**config.mk**
```make
export PLATFORM = sky130hd
export DESIGN_NAME = spi_master_rx_fifo
export DESIGN_NICKNAME = d
export VERILOG_FILES = /design/src/rtl/spi_master_rx_fifo.sv
export SDC_FILE = /design/constraint.sdc
export NUM_CORES = 1
export LEC_CHECK = 0
export CORE_ASPECT_RATIO = 0.9
export CORE_UTILIZATION = 40
export CTS_CLUSTER_DIAMETER = 150
export DETAILED_ROUTE_END_ITERATION = 7
export PLACE_DENSITY = 0.67
export SLEW_MARGIN = 20
export SYNTH_ARGS = -nofsm -noshare
export SYNTH_HDL_FRONTEND = slang
export SYNTH_SLANG_ARGS = --single-unit
```
**constraint.sdc**
```tcl
create_clock -name clk -period 8.1 [get_ports clk]
set_input_delay 0.81 -clock clk [delete_from_list [all_inputs] [get_ports clk]]
set_output_delay 0.81 -clock clk [all_outputs]
set_load 0.005 [all_outputs]
```
**src/rtl/spi_master_rx_fifo.sv**
```systemverilog
// Receive word FIFO between the SPI RX shifter and the register/bus side; push-to-pop latency 1 cycle.
// ready_o/valid_o decode from the registered fill count only, so a full FIFO stalls the shifter without loss.
module spi_master_rx_fifo #(
  parameter int unsigned DATA_WIDTH       = 32,
  parameter int unsigned BUFFER_DEPTH     = 8,
  localparam int unsigned LOG_BUFFER_DEPTH = $clog2(BUFFER_DEPTH)
) (
  input  logic                        clk,
  input  logic                        rstn,
  input  logic                        clr_i,
  input  logic [LOG_BUFFER_DEPTH:0]   thresh_i,
  input  logic [DATA_WIDTH-1:0]       data_i,
  input  logic                        valid_i,
  output logic                        ready_o,
  output logic [DATA_WIDTH-1:0]       data_o,
  output logic                        valid_o,
  input  logic                        ready_i,
  output logic [LOG_BUFFER_DEPTH:0]   elements_o,
  output logic                        thresh_o
);

  localparam logic [LOG_BUFFER_DEPTH:0]   FULL_COUNT = (LOG_BUFFER_DEPTH+1)'(BUFFER_DEPTH);
  localparam logic [LOG_BUFFER_DEPTH:0]   CNT_ONE    = (LOG_BUFFER_DEPTH+1)'(1);
  localparam logic [LOG_BUFFER_DEPTH-1:0] PTR_ONE    = LOG_BUFFER_DEPTH'(1);

  logic [DATA_WIDTH-1:0]       mem [BUFFER_DEPTH];
  logic [LOG_BUFFER_DEPTH-1:0] wr_ptr;
  logic [LOG_BUFFER_DEPTH-1:0] rd_ptr;
  logic [LOG_BUFFER_DEPTH:0]   elements;
  logic                        push;
  logic                        pop;

  // Handshake outputs must never see valid_i/ready_i: the shifter closes a loop through ready_o.
  assign ready_o = (elements != FULL_COUNT);
  assign valid_o = (elements != '0);

  assign push = valid_i & ready_o;
  assign pop  = valid_o & ready_i;

  always_ff @(posedge clk) begin
    if (!rstn) begin
      wr_ptr   <= '0;
      rd_ptr   <= '0;
      elements <= '0;
    end else if (clr_i) begin
      wr_ptr   <= '0;
      rd_ptr   <= '0;
      elements <= '0;
    end else begin
      if (push) wr_ptr <= wr_ptr + PTR_ONE;
      if (pop)  rd_ptr <= rd_ptr + PTR_ONE;
      case ({push, pop})
        2'b10:   elements <= elements + CNT_ONE;
        2'b01:   elements <= elements - CNT_ONE;
        default: elements <= elements;
      endcase
    end
  end

  // Storage is deliberately left unreset; the counter alone defines which entries are live.
  always_ff @(posedge clk) begin
    if (push && rstn && !clr_i) mem[wr_ptr] <= data_i;
  end

  assign data_o     = valid_o ? mem[rd_ptr] : '0;
  assign elements_o = elements;
  assign thresh_o   = (thresh_i != '0) && (elements >= thresh_i);

endmodule

```
==> impl_metrics.tcl <==
set metrics [dict create \
    core.rowCount 55 \
    postSynthNetCount 547 \
    synth_edf_count 256 \
    clock_tree_from_tritoncts "built" \
    synth_largest_area_cell "edfxtp_1" \
    start_util 0.413 \
    peakVddDrop_mv 0.145 \
    synthesis.instances 497 \
    totalNegativeSetupSlack_ps 0 \
    final_common_cell "edfxtp_1" \
    finalHoldViolCount 0 \
    grt_pass1_wl_um 32200 \
    flow.area_growth_from_synthesis_pct 19.3 \
    root_buffer "clkbuf_16" \
    synth.avg_cell_area_um2 21.2 \
    synth_cell_types 42 \
    hold_class "register to register" \
    timing.critical_path.fanout_max 50 \
    netlist_top_cells_area "edfxtp_1 (73%), mux4_2 (14%), mux2i_1 (3.2%)" \
    ys_dominant_reg_cell "edfxtp_1" \
    yosys_warnings 0 \
    clk_pin_slew_ps 60 \
    antenna_violating_nets_post_route 0 \
    final_weighted_congestion_of_routability_driven_global_placement 0.702 \
    crit_path_max_incr_delay_ps 810 \
    dieHeight_um 156 \
    diodes 0 \
    finalSetupViolCount 0 \
    cts-buffers-inserted 27 \
    worstPathRequired_ps 7290 \
    critical_path_class "register to primary output" \
    layout_common_cells "edfxtp_1 (256), clkdlybuf4s50_1 (79), mux4_2 (64), nor2_1 (43), mux2i_1 (34)" \
    max-cap-violations 0 \
    final_nets 642 \
    slew_headroom 0.338 \
    crit_arrival_ps 3300 \
    end_of_flow_core_utilization 0.493 \
    leak_nw 3.82 \
    crit_path_start_kind "register" \
    outcome "complete, no violations" \
    post_cts_resize_count 0 \
    critical-path-slowest-cell "buf_4" \
    avgRoutedWirePerCell_um 21.5 \
    synth_seq_cells 269 \
    cts_buffer_depth 3 \
    routed_via_count 4952 \
    netlist.area_leader.share 0.731 \
    worst_slew_pin_tran_ps 993 \
    rsz0062_at_grt "false" \
    maximum_number_of_pins_on_one_net_before_global_route_repair 65 \
    routed_wirelength_um 20500 \
    async_reset_ff_frac 0 \
    cts_setup_buffers 0 \
    summed_instance_area_of_the_synthesized_netlist_um2 10500 \
    post-dp-hpwl_um 11000 \
    cell_chain_of_the_critical_path "buf_4 -> mux4_2 -> mux2i_1 -> nor2_1 -> clkdlybuf4s50_1" \
    global_route.overflow_total 0 \
    port_buffers 79 \
    vias_per_cell 5.20 \
    floorplan.core_area_um2 25500 \
    die_w_um 173 \
    cts_sinks 269 \
    critical_path.endpoint_type "primary output" \
    floorplan.die_area_um2 27000 \
    grt_antenna_before_repair 2 \
    detail_route.first_pass.iterations 4 \
    max_slew_vio_count 0 \
    layout-drive-gt1-share 0.215 \
    detail_route.iter0.violations 348 \
    first_global_vias 5471 \
    postCtsHoldBufs 0 \
    timing.clock.skew_ps 10.0 \
    total_power_divided_by_cell_area_nw_per_um2 221 \
    share_of_synthesized_area_occupied_by_flip_flops_and_latches 0.755 \
    layout_min_cycle_time_ps 4110 \
    route.detailed.drc 0 \
    grt_util_all_layers 0.158 \
    fillerInstances 2078 \
    htree_depth 1 \
    period_share 0.508 \
    pin_count 80 \
    clkLatencyLatePin_ps 520 \
    max_clock_freq_mhz 243 \
]
==> metal layers <==
metal  wire length [um]  vias up  part of all wire  GRT usage
met4                316        4             0.015     0.0312
met3                879       31             0.043     0.0314
met2              10500      107              0.51      0.279
li1                   -     2208                 -          -
met5                 27        -            0.0013          0
met1               8720     2602              0.43      0.203
==> worst max-delay path: cells and delay by family (launching register included) <==
family | cells | cell delay, ps
buf+inv | 2 | 1270
mux | 2 | 870
flops | 1 | 540
simple gates | 1 | 80
==> cell families after synthesis <==
| kind of cell | share of synthesized area |
|---|---|
| buf+inv | 0.0157 |
| flops | 0.755 |
| xor+xnor | 0.00654 |
| mux | 0.169 |
| fa+ha+maj | 0.0107 |
| simple gates | 0.0354 |
| compound gates | 0.00678 |
==> cells in the mapped netlist (4+ instances only) <==
library cell / n
nor2_1: 49
ha_1: 9
nand2b_1: 4
xor2_1: 6
dfxtp_1: 13
buf_2: 6
mux4_2: 64
mux2i_1: 34
inv_1: 4
edfxtp_1: 256
clkbuf_1: 8
buf_4: 6
==> path summary, 6_finish.rpt <==
path	startpoint	depth (start not counted)	slack [ps]	end
max	register	5	3990	data_o[21]
min	rd_ptr[2]$_SDFFE_PP0P_	2	520	register
max reg2reg	elements_o[1]$_SDFFE_PP0P_	11	5280	elements_o[2]$_SDFFE_PP0P_
min reg2reg	rd_ptr[2]$_SDFFE_PP0P_	2	520	register
==> layout make-up <==
| cell class | instances | area, um^2 | share of cell area |
|---|---|---|---|
| clock buffer | 34 | 702 | 0.0559 |
| clock inverter | 13 | 85.1 | 0.00678 |
| inverter | 5 | 18.8 | 0.00150 |
| multi-input combinational | 198 | 2460 | 0.196 |
| sequential | 269 | 7950 | 0.634 |
| tap | 342 | 428 | 0.0341 |
| timing repair buffer | 91 | 901 | 0.0718 |
==> power breakdown <==
group	internal, mW	leakage (nW)	switching, mW
Clock	0.640	0.384	0.478
Combinational	0.0656	1.03	0.0598
Sequential	1.53	2.41	0.00556
Total	2.24	3.82	0.543
==> per-stage QoR <==
step | std cells | hold WS (ps) | cell area (um^2) | setup slack, ps | power (mW)
floorplan | 497 | 485 | 10500 | 4290 | 1.62
global placement | 904 | 500 | 11700 | 4430 | 1.69
detailed placement | 905 | 517 | 11800 | 4440 | 1.69
CTS | 952 | 534 | 12600 | 3840 | 2.81
global route | 952 | 583 | 12600 | 3680 | 2.87
finish | 952 | 525 | 12600 | 3990 | 2.78
==> registers in the layout (all words and copies together) (netlist names), named ones only <==
signal,count
wr_ptr,3
elements_o,4
mem,256
rd_ptr,3
Note: power is estimated with default switching activity, not from simulation.
